File: src/rtl/control_fsm_pkg.sv
// Shared LC-3b types for the MP1 control unit: opcodes, ALU operations, mux selects.
// No logic; types and constants only.
// No flow control of its own.
package control_fsm_pkg;

   // Architectural opcode field IR[15:12]
   typedef enum logic [3:0] {
      op_br   = 4'b0000,
      op_add  = 4'b0001,
      op_ldb  = 4'b0010,
      op_stb  = 4'b0011,
      op_jsr  = 4'b0100,
      op_and  = 4'b0101,
      op_ldr  = 4'b0110,
      op_str  = 4'b0111,
      op_rti  = 4'b1000,
      op_not  = 4'b1001,
      op_ldi  = 4'b1010,
      op_sti  = 4'b1011,
      op_jmp  = 4'b1100,
      op_shf  = 4'b1101,
      op_lea  = 4'b1110,
      op_trap = 4'b1111
   } lc3b_opcode;

   // ALU function select; ALU_ADD is the idle value
   typedef enum logic [2:0] {
      ALU_ADD,
      ALU_AND,
      ALU_NOT,
      ALU_PASS,
      ALU_SLL,
      ALU_SRL,
      ALU_SRA
   } lc3b_aluop;

   typedef logic [1:0] lc3b_sel4mux;

   // pcmux inputs
   localparam lc3b_sel4mux PCMUX_PC_PLUS2 = 2'd0;
   localparam lc3b_sel4mux PCMUX_BR_ADD   = 2'd1;
   localparam lc3b_sel4mux PCMUX_ALU_OUT  = 2'd2;
   localparam lc3b_sel4mux PCMUX_ZERO     = 2'd3;

   // alumux inputs (ALU operand B)
   localparam lc3b_sel4mux ALUMUX_SR2  = 2'd0;
   localparam lc3b_sel4mux ALUMUX_ADJ6 = 2'd1;
   localparam lc3b_sel4mux ALUMUX_IMM5 = 2'd2;
   localparam lc3b_sel4mux ALUMUX_ZERO = 2'd3;

   // Only whole-word accesses exist in MP1
   localparam logic [1:0] MEM_BYTE_EN_WORD = 2'b11;

endpackage

File: src/rtl/control_fsm_if.sv
// Control/status bundle between the MP1 control unit, its datapath and unified memory.
// Pure wiring, zero latency.
// Memory stalls via mem_resp: requests are held until mem_resp is seen.
interface control_fsm_if;
   import control_fsm_pkg::*;

   // status from datapath
   lc3b_opcode  opcode;
   logic        branch_enable;
   logic        imm5_enable;
   logic        imm11_enable;

   // memory handshake
   logic        mem_resp;
   logic        mem_read;
   logic        mem_write;
   logic [1:0]  mem_byte_enable;

   // datapath controls
   lc3b_sel4mux pcmux_sel;
   logic        load_pc;
   logic        load_ir;
   logic        load_regfile;
   logic        load_mar;
   logic        load_mdr;
   logic        load_cc;
   logic        storemux_sel;
   lc3b_sel4mux alumux_sel;
   logic        regfilemux_sel;
   logic        marmux_sel;
   logic        mdrmux_sel;
   lc3b_aluop   aluop;

   // control unit side
   modport master (
      input  opcode, branch_enable, imm5_enable, imm11_enable, mem_resp,
      output mem_read, mem_write, mem_byte_enable,
      output pcmux_sel, load_pc, load_ir, load_regfile, load_mar, load_mdr, load_cc,
      output storemux_sel, alumux_sel, regfilemux_sel, marmux_sel, mdrmux_sel, aluop
   );

   // datapath / memory side
   modport slave (
      output opcode, branch_enable, imm5_enable, imm11_enable, mem_resp,
      input  mem_read, mem_write, mem_byte_enable,
      input  pcmux_sel, load_pc, load_ir, load_regfile, load_mar, load_mdr, load_cc,
      input  storemux_sel, alumux_sel, regfilemux_sel, marmux_sel, mdrmux_sel, aluop
   );

endinterface

File: src/rtl/control_fsm.sv
// Multicycle Moore control unit for the LC-3b MP1 core (ADD/AND/NOT/BR/JMP/LDR/STR).
// 5 cycles ALU/JMP/BR-not-taken, 6 BR taken, 7 LDR/STR, plus one per memory wait cycle.
// Memory states hold mem_read/mem_write until mem_resp; reset aborts any access at once.
module control_fsm
   import control_fsm_pkg::*;
(
   input  logic          clk,
   input  logic          reset,
   control_fsm_if.master bus
);

   typedef enum logic [3:0] {
      FETCH1,
      FETCH2,
      FETCH3,
      DECODE,
      ADD,
      AND,
      NOT,
      BR,
      BR_TAKEN,
      JMP,
      CALC_ADDR,
      LDR1,
      LDR2,
      STR1,
      STR2
   } state_t;

   state_t state;
   state_t next_state;

   // Word accesses only, independent of state
   assign bus.mem_byte_enable = MEM_BYTE_EN_WORD;

   // State register; reset restarts instruction fetch
   always_ff @(posedge clk) begin
      if (reset) begin
         state <= FETCH1;
      end else begin
         state <= next_state;
      end
   end

   // Next-state: sequencing, opcode dispatch and memory wait loops
   always_comb begin
      next_state = state;
      case (state)
         FETCH1:    next_state = FETCH2;
         FETCH2:    next_state = bus.mem_resp ? FETCH3 : FETCH2;
         FETCH3:    next_state = DECODE;
         DECODE: begin
            case (bus.opcode)
               op_add:         next_state = ADD;
               op_and:         next_state = AND;
               op_not:         next_state = NOT;
               op_br:          next_state = BR;
               op_jmp:         next_state = JMP;
               op_ldr, op_str: next_state = CALC_ADDR;
               default:        next_state = FETCH1;   // unsupported opcodes retire as NOPs
            endcase
         end
         BR:        next_state = bus.branch_enable ? BR_TAKEN : FETCH1;
         CALC_ADDR: next_state = (bus.opcode == op_ldr) ? LDR1 : STR1;
         LDR1:      next_state = bus.mem_resp ? LDR2 : LDR1;
         STR1:      next_state = STR2;
         STR2:      next_state = bus.mem_resp ? FETCH1 : STR2;
         default:   next_state = FETCH1;              // ADD/AND/NOT/BR_TAKEN/JMP/LDR2
      endcase
   end

   // Output decode from current state; everything held idle while reset is high
   always_comb begin
      bus.pcmux_sel      = PCMUX_PC_PLUS2;
      bus.load_pc        = 1'b0;
      bus.load_ir        = 1'b0;
      bus.load_regfile   = 1'b0;
      bus.load_mar       = 1'b0;
      bus.load_mdr       = 1'b0;
      bus.load_cc        = 1'b0;
      bus.storemux_sel   = 1'b0;
      bus.alumux_sel     = ALUMUX_SR2;
      bus.regfilemux_sel = 1'b0;
      bus.marmux_sel     = 1'b0;
      bus.mdrmux_sel     = 1'b0;
      bus.aluop          = ALU_ADD;
      bus.mem_read       = 1'b0;
      bus.mem_write      = 1'b0;
      if (!reset) begin
         case (state)
            FETCH1: begin
               bus.marmux_sel = 1'b1;
               bus.load_mar   = 1'b1;
               bus.pcmux_sel  = PCMUX_PC_PLUS2;
               bus.load_pc    = 1'b1;
            end
            FETCH2: begin
               bus.mem_read   = 1'b1;
               bus.mdrmux_sel = 1'b1;
               bus.load_mdr   = bus.mem_resp;
            end
            FETCH3: begin
               bus.load_ir = 1'b1;
            end
            ADD, AND: begin
               bus.aluop          = (state == AND) ? ALU_AND : ALU_ADD;
               bus.alumux_sel     = bus.imm5_enable ? ALUMUX_IMM5 : ALUMUX_SR2;
               bus.load_regfile   = 1'b1;
               bus.regfilemux_sel = 1'b0;
               bus.load_cc        = 1'b1;
            end
            NOT: begin
               bus.aluop        = ALU_NOT;
               bus.load_regfile = 1'b1;
               bus.load_cc      = 1'b1;
            end
            BR_TAKEN: begin
               bus.pcmux_sel = PCMUX_BR_ADD;
               bus.load_pc   = 1'b1;
            end
            JMP: begin
               bus.aluop     = ALU_PASS;
               bus.pcmux_sel = PCMUX_ALU_OUT;
               bus.load_pc   = 1'b1;
            end
            CALC_ADDR: begin
               bus.alumux_sel = ALUMUX_ADJ6;
               bus.aluop      = ALU_ADD;
               bus.marmux_sel = 1'b0;
               bus.load_mar   = 1'b1;
            end
            LDR1: begin
               bus.mem_read   = 1'b1;
               bus.mdrmux_sel = 1'b1;
               bus.load_mdr   = bus.mem_resp;
            end
            LDR2: begin
               bus.regfilemux_sel = 1'b1;
               bus.load_regfile   = 1'b1;
               bus.load_cc        = 1'b1;
            end
            STR1: begin
               bus.storemux_sel = 1'b1;
               bus.aluop        = ALU_PASS;
               bus.mdrmux_sel   = 1'b0;
               bus.load_mdr     = 1'b1;
            end
            STR2: begin
               bus.mem_write = 1'b1;
            end
            default: ;                                // DECODE, BR: no outputs
         endcase
      end
   end

endmodule

File: src/flat_wrapper.sv
// flat-port wrapper written by rule: the top's interface ports become plain ports
module control_fsm_flat import control_fsm_pkg::*;
  (clk, reset, bus_opcode, bus_branch_enable, bus_imm5_enable, bus_imm11_enable, bus_mem_resp, bus_mem_read, bus_mem_write, bus_mem_byte_enable, bus_pcmux_sel, bus_load_pc, bus_load_ir, bus_load_regfile, bus_load_mar, bus_load_mdr, bus_load_cc, bus_storemux_sel, bus_alumux_sel, bus_regfilemux_sel, bus_marmux_sel, bus_mdrmux_sel, bus_aluop);
  control_fsm_if bus_i ();
  input  logic clk;
  input  logic reset;
  input wire logic [$bits(bus_i.opcode)-1:0] bus_opcode;
  input wire logic [$bits(bus_i.branch_enable)-1:0] bus_branch_enable;
  input wire logic [$bits(bus_i.imm5_enable)-1:0] bus_imm5_enable;
  input wire logic [$bits(bus_i.imm11_enable)-1:0] bus_imm11_enable;
  input wire logic [$bits(bus_i.mem_resp)-1:0] bus_mem_resp;
  output wire logic [$bits(bus_i.mem_read)-1:0] bus_mem_read;
  output wire logic [$bits(bus_i.mem_write)-1:0] bus_mem_write;
  output wire logic [$bits(bus_i.mem_byte_enable)-1:0] bus_mem_byte_enable;
  output wire logic [$bits(bus_i.pcmux_sel)-1:0] bus_pcmux_sel;
  output wire logic [$bits(bus_i.load_pc)-1:0] bus_load_pc;
  output wire logic [$bits(bus_i.load_ir)-1:0] bus_load_ir;
  output wire logic [$bits(bus_i.load_regfile)-1:0] bus_load_regfile;
  output wire logic [$bits(bus_i.load_mar)-1:0] bus_load_mar;
  output wire logic [$bits(bus_i.load_mdr)-1:0] bus_load_mdr;
  output wire logic [$bits(bus_i.load_cc)-1:0] bus_load_cc;
  output wire logic [$bits(bus_i.storemux_sel)-1:0] bus_storemux_sel;
  output wire logic [$bits(bus_i.alumux_sel)-1:0] bus_alumux_sel;
  output wire logic [$bits(bus_i.regfilemux_sel)-1:0] bus_regfilemux_sel;
  output wire logic [$bits(bus_i.marmux_sel)-1:0] bus_marmux_sel;
  output wire logic [$bits(bus_i.mdrmux_sel)-1:0] bus_mdrmux_sel;
  output wire logic [$bits(bus_i.aluop)-1:0] bus_aluop;
  assign bus_i.opcode = bus_opcode;
  assign bus_i.branch_enable = bus_branch_enable;
  assign bus_i.imm5_enable = bus_imm5_enable;
  assign bus_i.imm11_enable = bus_imm11_enable;
  assign bus_i.mem_resp = bus_mem_resp;
  assign bus_mem_read = bus_i.mem_read;
  assign bus_mem_write = bus_i.mem_write;
  assign bus_mem_byte_enable = bus_i.mem_byte_enable;
  assign bus_pcmux_sel = bus_i.pcmux_sel;
  assign bus_load_pc = bus_i.load_pc;
  assign bus_load_ir = bus_i.load_ir;
  assign bus_load_regfile = bus_i.load_regfile;
  assign bus_load_mar = bus_i.load_mar;
  assign bus_load_mdr = bus_i.load_mdr;
  assign bus_load_cc = bus_i.load_cc;
  assign bus_storemux_sel = bus_i.storemux_sel;
  assign bus_alumux_sel = bus_i.alumux_sel;
  assign bus_regfilemux_sel = bus_i.regfilemux_sel;
  assign bus_marmux_sel = bus_i.marmux_sel;
  assign bus_mdrmux_sel = bus_i.mdrmux_sel;
  assign bus_aluop = bus_i.aluop;
  control_fsm u_core (.clk(clk), .reset(reset), .bus(bus_i));
endmodule
File: config.mk
export PLATFORM = sky130hd
export DESIGN_NAME = control_fsm_flat
export DESIGN_NICKNAME = d
export VERILOG_FILES = /design/src/rtl/control_fsm_pkg.sv /design/src/rtl/control_fsm_if.sv /design/src/rtl/control_fsm.sv /design/src/flat_wrapper.sv
export SDC_FILE = /design/constraint.sdc
export NUM_CORES = 1
export LEC_CHECK = 0
export CORE_UTILIZATION = 35
export DETAILED_ROUTE_END_ITERATION = 10
export GPL_TIMING_DRIVEN = 0
export PLACE_DENSITY = 0.75
export SKIP_CTS_REPAIR_TIMING = 1
export SLEW_MARGIN = 20
export SYNTH_ARGS = -nofsm -noshare
export SYNTH_HDL_FRONTEND = slang
export SYNTH_SLANG_ARGS = --single-unit
export TNS_END_PERCENT = 10
File: constraint.sdc
create_clock -name clk -period 2.3 [get_ports clk]
set_input_delay 0.46 -clock clk [delete_from_list [all_inputs] [get_ports clk]]
set_output_delay 0.46 -clock clk [all_outputs]
set_load 0.1 [all_outputs]
# After elaboration in Yosys (flattened, before gate mapping)
# Cells that the tools add are included.
[word_totals]
elab_cells = 65
out_inout_bits = 21
latchBits = 0
in_bits = 10
mem_bits_ro = 0
reg_bits = 4
n_memories = 0
mem_bits_rw = 0
[classes]
n_mux = 35
bitwise = 0
n_eq_ne = 20
order_cmp = 0
div_mod_pow = 0
n_addsub = 0
reduce_logical = 9
n_shift = 0
mul = 0
[op_table]
columns = ["op", "n"]
rows = [
  ["4-bit equality test, second input constant", 9],
  ["4-bit one-hot mux with 9 select lines", 1],
  ["4-bit by 3-bit equality test with 1-bit output, second input constant", 7],
  ["4-bit one-hot mux with 6 select lines", 1],
  ["1-bit 2-to-1 mux", 20],
  ["2-bit OR reduction", 5],
  ["3-bit 2-to-1 mux", 3],
  ["3-bit one-hot mux with 3 select lines", 1],
  ["4-bit by 1-bit equality test with 1-bit output, second input constant", 2],
  ["4-bit by 2-bit equality test with 1-bit output, second input constant", 2],
  ["4-bit logical NOT", 2],
  ["2-bit 2-to-1 mux", 4],
  ["4-bit 2-to-1 mux", 2],
  ["2-bit one-hot mux with 2 select lines", 2],
  ["4-bit OR reduction", 1],
  ["3-bit OR reduction", 1],
  ["1-bit one-hot mux with 2 select lines", 1],
]

# Depth between registers and ports, before layout
# Gate-level depths: netlist of the first run.
[logic_depth]
word_depth = 4
depth_mapped = 5
ltp_nobuf = 4

# Worst setup path after synthesis of the first run
# No wires, ideal clock.
[synth_timing]
kind = "input to output"
start = "in reset"
end = "out bus_load_pc"
required_time_ns = 1.840
cell_stages = 2
n_path_buf = 1
arrival_ns = 5.385
path_slack_ns = -3.545
path_cell_list = "clkbuf_1 > a2111oi_0"
[synth_between]
elab_chain_cells = 1
[synth_rtl]
columns = ["element", "line_no", "text"]
rows = [
  ["start, declared", "flat_wrapper.sv:6", "input logic reset;"],
  ["1-bit 2-to-1 mux", "control_fsm.sv:89", "if (!reset) begin"],
  ["end, declared", "flat_wrapper.sv:16", "output wire logic [$bits(bus_i.load_pc)-1:0] bus_load_pc;"],
]
# No other way between the ends.

# Worst setup path in the final report of the first run
# Same ends and word-level chain as after synthesis.

==> run_results.csv, run 1 <==
group,metric,value,unit
layout,final_common_cell,"clkbuf_4",
place,portBuffers,24,
global_route,grt_first_pass_wirelength,2860,um
synthesis,synth_top_flop_cell,"dfxtp_1",
synthesis,synth_edf_count,0,
floorplan,die_area,2110,um2
clock_tree,cts_buffers,3,
critical_path,r2r_cells,4,
floorplan,rows,15,
floorplan,initial_utilization,38.3,%
global_route,grt.overflow.total,0,
synthesis,ys_ff_latch,4,
critical_path,reg2reg_slack,0.86,ns
place,place_hpwl,1400,um
layout,layout_common_cells,"12 x clkbuf_4, 9 x buf_4, 6 x buf_6, 6 x nor2_1, 6 x clkdlybuf4s50_1",
layout,reg_top3,"u_core.state (4)",
layout,final_nets,131,
sta,finalClockSkew,0.00248,ns
layout,fill_cells,186,
routing,antenna_left,0,
place,dp_slack,-1.12,ns
power,leakagePower,0.438,nW
sta,period_needed,2.29,ns
critical_path,crit_required,1.84,ns
routing,first_iter_violations,13,
global_route,grt_max_degree,11,
power,power,0.000394,W
synthesis,syn_area,676,um2
sta,max_freq,0.437,GHz
critical_path,r2r_end,"u_core.state[1]$_SDFF_PP0_",
critical_path,crit_type,"input port to output port",
run,drv_cap,0,
synthesis,synth_cell_types,45,
power,peakVddDrop,0.404,mV
critical_path,worst-endpoint-arrival,1.83,ns
critical_path,start_kind,"input port",
status,status,"finished clean",
clock_tree,htreeDepth,1,
routing,vias_per_cell,5.20,
clock_tree,root_buffer,"clkbuf_4",
global_route,grt_pass1_vias,654,
critical_path,r2r_start,"u_core.state[1]$_SDFF_PP0_",
layout,drive_gt1_share,45.4,%
global_route,grt_usage,18.5,%
clock_tree,clock_sinks,4,
power,power.density,376,nW/um2
routing,firstDrtPassIters,4,
synthesis,yosys_warnings,0,
synthesis,async_reset_ff_share,0,%
sta,slew_violations,0,
routing,wire_per_inst,12.2,um
synthesis,syn_inst,91,
place,gp_congestion,0.862,
critical_path,end_kind,"output port",
critical_path,crit_start,"reset",
sta,finalCritPeriodShare,99.5,%
floorplan,die_w,45.9,um
sta,setup_viol,0,
synthesis,syn_avg_cell_area,7.42,um2
synthesis,ys_seq_area_share,11.9,%
layout,fin_util,59.4,%
sta,layout_setup_ws,0.0109,ns
sta,rsz0062_at_grt,"yes",
clock_tree,cts.clk_slew.worst_paths,0.03,ns
layout,top_register,"u_core.state",
layout,synthToLayoutAreaGrowth,55.0,%
global_route,antenna_found_initial,0,
routing,routed_wl,1760,um
sta,finalHoldWorstSlack,0.600,ns
clock_tree,insertion_delay,0.23,ns
layout,largest_reg_flops,4,
routing,drc,0,
critical_path,worstPathMaxFanout,10,
critical_path,crit_end,"bus_load_pc",
floorplan,die_height,45.9,um
routing,via_count,749,
floorplan,io_pins,31,
clock_tree,cts.path.max_buffers,2,
sta,hold_viol_final,0,
hold_path,min_path_type,"input port to register",
floorplan,core,1760,um2
layout,antenna_cells,0,
clock_tree,cts_tree,"done",
[worst max-delay path, cell delays in order]
cell and delay [ns]:
clkdlybuf4s50_1 0.51, buf_4 0.25, a2111oi_4 0.34, buf_6 0.27
[metal layers]
metal	up-vias	track usage (%)	wire, um
met5	-	0	0
met4	0	5.29	0
met3	0	0.397	119
met2	31	31.8	841
met1	335	24.8	795
li1	383	-	-
[power breakdown]
group / internal, W / switching (W)
clock: 0.0000580 / 0.0000242
sequential: 0.0000736 / 0.00000767
combinational: 0.0000720 / 0.000159
total: 0.000204 / 0.000191
[Yosys cell counts (2+ instances only)]
| cell type | n | area share [%] |
|---|---|---|
| a21o_1 | 3 | 3.3 |
| xor2_1 | 2 | 2.6 |
| inv_2 | 2 | 1.1 |
| dfxtp_1 | 4 | 12 |
| buf_4 | 6 | 6.7 |
| nand2_1 | 5 | 2.8 |
| o21ai_0 | 3 | 2.2 |
| nor3_1 | 8 | 5.9 |
| a31oi_1 | 2 | 1.9 |
| nand2b_1 | 2 | 1.9 |
| nor3b_1 | 3 | 3.3 |
| nor2b_1 | 3 | 2.8 |
| nor4_2 | 2 | 3.7 |
| nand3_1 | 3 | 2.2 |
| buf_2 | 4 | 3.0 |
| nor2_1 | 7 | 3.9 |
| a21oi_1 | 3 | 2.2 |
| conb_1 | 2 | 1.1 |
[logic make-up (layout without fill, tap and decap cells)]
family          after synthesis  count (layout)  share of synthesized area, %
compound gates               23              23                          29.3
xor+xnor                      2               2                          2.59
fa+ha+maj                     1               1                          1.48
buf+inv                      15              42                          13.5
flops                         4               4                          11.9
other cells                   2               3                          1.11
simple gates                 44              44                          40.2
[metrics by stage]
| stage | area (um2) | instances | TNS [ns] |
|---|---|---|---|
| final | 1050 | 144 | 0 |
| after global routing | 1050 | 144 | -0.0334 |
| after CTS | 1060 | 144 | -16.85 |
| after detailed placement | 1040 | 141 | -16.78 |
| after global placement | 1040 | 141 | -16.71 |
| after floorplan | 766 | 92 | -3.35 |
[cell type report]
cell class                      instances  area (um2)  area share, %
Inverter                                3        11.3           1.08
Sequential cell                         4        80.1           7.65
Buffer                                 12        83.8           8.00
Tap cell                               25        31.3           2.99
Clock buffer                            3        22.5           2.15
Timing Repair Buffer                   24         224           21.4
Multi-Input combinational cell         73         594           56.8
[worst min-delay path by stage]
stage	startpoint	to	slack, ns	cells after the start
3_5_place_dp	u_core.state[1]$_SDFF_PP0_	u_core.state[3]$_SDFF_PP0_	0.74	3
2_1_floorplan	reset	u_core.state[2]$_SDFF_PP0_	0.62	3
4_1_cts	bus_opcode[2]	u_core.state[3]$_SDFF_PP0_	0.59	3
6_report	bus_opcode[2]	u_core.state[3]$_SDFF_PP0_	0.60	3
5_1_grt	bus_opcode[2]	u_core.state[3]$_SDFF_PP0_	0.61	3
3_3_place_gp	u_core.state[1]$_SDFF_PP0_	u_core.state[3]$_SDFF_PP0_	0.73	3
No activity file was read; power rests on OpenSTA's default activity.
==> inputs of run 2 (changes only) <==
--- a/config.mk
+++ b/config.mk
@@ -5,10 +5,10 @@
 export SDC_FILE = /design/constraint.sdc
 export NUM_CORES = 1
 export LEC_CHECK = 0
-export CORE_UTILIZATION = 35
+export CORE_UTILIZATION = 23
 export DETAILED_ROUTE_END_ITERATION = 10
 export GPL_TIMING_DRIVEN = 0
-export PLACE_DENSITY = 0.75
+export PLACE_DENSITY = 0.55
 export SKIP_CTS_REPAIR_TIMING = 1
 export SLEW_MARGIN = 20
 export SYNTH_ARGS = -nofsm -noshare
==> run_results.csv, run 2 (synthesis gave the netlist of run 1 again) <==
group,metric,value,unit
sta,rsz0062_at_grt,"no",
sta,slew_violations,0,
layout,top_register,"u_core.state",
clock_tree,cts.path.max_buffers,2,
global_route,grt_pass1_vias,686,
sta,setup_viol,0,
global_route,grt.overflow.total,0,
power,leakagePower,0.444,nW
power,p_sw_share,48.8,%
global_route,grt_max_degree,11,
hold_path,hp-start,"bus_opcode[2]",
floorplan,die_height,56.2,um
layout,fill_cells,313,
layout,final_area,1050,um2
floorplan,die_area,3160,um2
clock_tree,root_buffer,"clkbuf_4",
sta,finalCritPeriodShare,94.8,%
critical_path,crit_required,1.84,ns
place,gp_congestion,0.733,
power,power_frac_clock,21.6,%
global_route,grt_first_pass_wirelength,3190,um
sta,worstMarginPinSlew,0.541,ns
layout,synthToLayoutAreaGrowth,55.4,%
routing,routed_wl,1850,um
critical_path,start_kind,"register",
sta,relSlewSlack,64.1,%
floorplan,rows,19,
floorplan,core,2780,um2
routing,drc,0,
status,status,"finished clean",
critical_path,worstPathMaxFanout,10,
sta,hold_viol_final,0,
hold_path,holdPathEnd,"u_core.state[3]$_SDFF_PP0_",
clock_tree,clock_sinks,4,
global_route,grt_use_met3,3.02,%
place,place_hpwl,1490,um
critical_path,r2r_start,"u_core.state[0]$_SDFF_PP0_",
layout,largest_reg_flops,4,
hold_path,min_path_type,"input port to register",
global_route,antenna_found_initial,0,
global_route,grt_usage,12.6,%
sta,max_freq,0.458,GHz
layout,drive_gt1_share,46.2,%
routing,via_count,748,
sta,finalClockSkew,0.00540,ns
layout,final_common_cell,"clkbuf_4",
run,drv_cap,0,
critical_path,worst-endpoint-arrival,1.72,ns
critical_path,end_kind,"output port",
power,intPower,0.000202,W
routing,wire_per_inst,12.3,um
critical_path,reg2reg_slack,0.90,ns
clock_tree,cts_buffers,3,
routing,antenna_left,0,
clock_tree,htreeDepth,1,
sta,period_needed,2.18,ns
power,p_seq_share,20.5,%
floorplan,io_pins,31,
sta,finalSetupTns,0,ns
layout,layout_common_cells,"13 x clkbuf_4, 8 x buf_4, 7 x buf_6",
floorplan,initial_utilization,24.3,%
critical_path,r2r_end,"u_core.state[1]$_SDFF_PP0_",
global_route,grt_use_met1,16.7,%
layout,reg_top3,"u_core.state (4)",
power,power_frac_comb,57.9,%
layout,final_nets,131,
place,placed_area,1040,um2
layout,antenna_cells,0,
critical_path,crit_type,"register to output port",
floorplan,die_w,56.2,um
routing,firstDrtPassIters,4,
critical_path,r2r_cells,4,
power,power.switching,0.000193,W
clock_tree,cts.clk_slew.worst_paths,0.04,ns
global_route,top_usage_layer,"met2",
routing,first_iter_violations,9,
place,portBuffers,24,
routing,vias_per_cell,4.99,
critical_path,crit_start,"u_core.state[3]$_SDFF_PP0_",
power,power.density,376,nW/um2
power,peakVddDrop,0.203,mV
clock_tree,insertion_delay,0.23,ns
global_route,met2_usage,20.1,%
hold_path,holdPathStages,3,
clock_tree,cts_tree,"done",
-- run 2: area by class of cell --
| cell class | instances | area (um2) | area share (%) |
|---|---|---|---|
| Buffer | 12 | 83.8 | 7.99 |
| Multi-Input combinational cell | 73 | 594 | 56.6 |
| Inverter | 3 | 11.3 | 1.07 |
| Timing Repair Buffer | 24 | 218 | 20.7 |
| Sequential cell | 4 | 81.3 | 7.75 |
| Tap cell | 31 | 38.8 | 3.69 |
| Clock buffer | 3 | 22.5 | 2.15 |
-- run 2: metrics by stage --
stage / std cells / utilization, % / power [W] / hold slack (ns) / worst slack, ns
after floorplan: 92 / - / 0.000262 / 0.620 / -0.349
after global placement: 147 / 37.6 / 0.000309 / 0.719 / -1.14
after detailed placement: 147 / 37.6 / 0.000310 / 0.737 / -1.14
after CTS: 150 / 38.4 / 0.000398 / 0.575 / -1.15
after global routing: 150 / 37.7 / 0.000418 / 0.611 / 0.0217
final: 150 / 37.7 / 0.000395 / 0.577 / 0.119
-- run 2: how the worst max path moves through the flow --
stage,to,slack [ns]
after floorplan,bus_load_mar,-0.35
after global placement,bus_load_pc,-1.14
after detailed placement,bus_load_pc,-1.14
after CTS,bus_load_pc,-1.15
after global routing,bus_load_mdr,0.02
final,bus_load_cc,0.12
-- run 2: worst max-delay path, stage by stage, from the launching register on --
cell and delay (ns):
dfxtp_1 0.37, buf_2 0.23, maj3_1 0.40, nor3_4 0.13, clkbuf_4 0.35
-- run 2: per-layer routing --
metal / routed length (um) / share of wire, %
met5: 0 / 0
met4: 5 / 0.27
met3: 131 / 7.1
met2: 828 / 45
met1: 879 / 48
-- run 2: power groups by stage --
stage / Combinational (W) / Clock (W) / Sequential (W)
floorplan: 0.000182 / 0 / 0.0000797
finish: 0.000228 / 0.0000853 / 0.0000809
CTS: 0.000228 / 0.0000890 / 0.0000807
global placement: 0.000227 / 0 / 0.0000819
detailed placement: 0.000228 / 0 / 0.0000818
global route: 0.000242 / 0.0000939 / 0.0000820
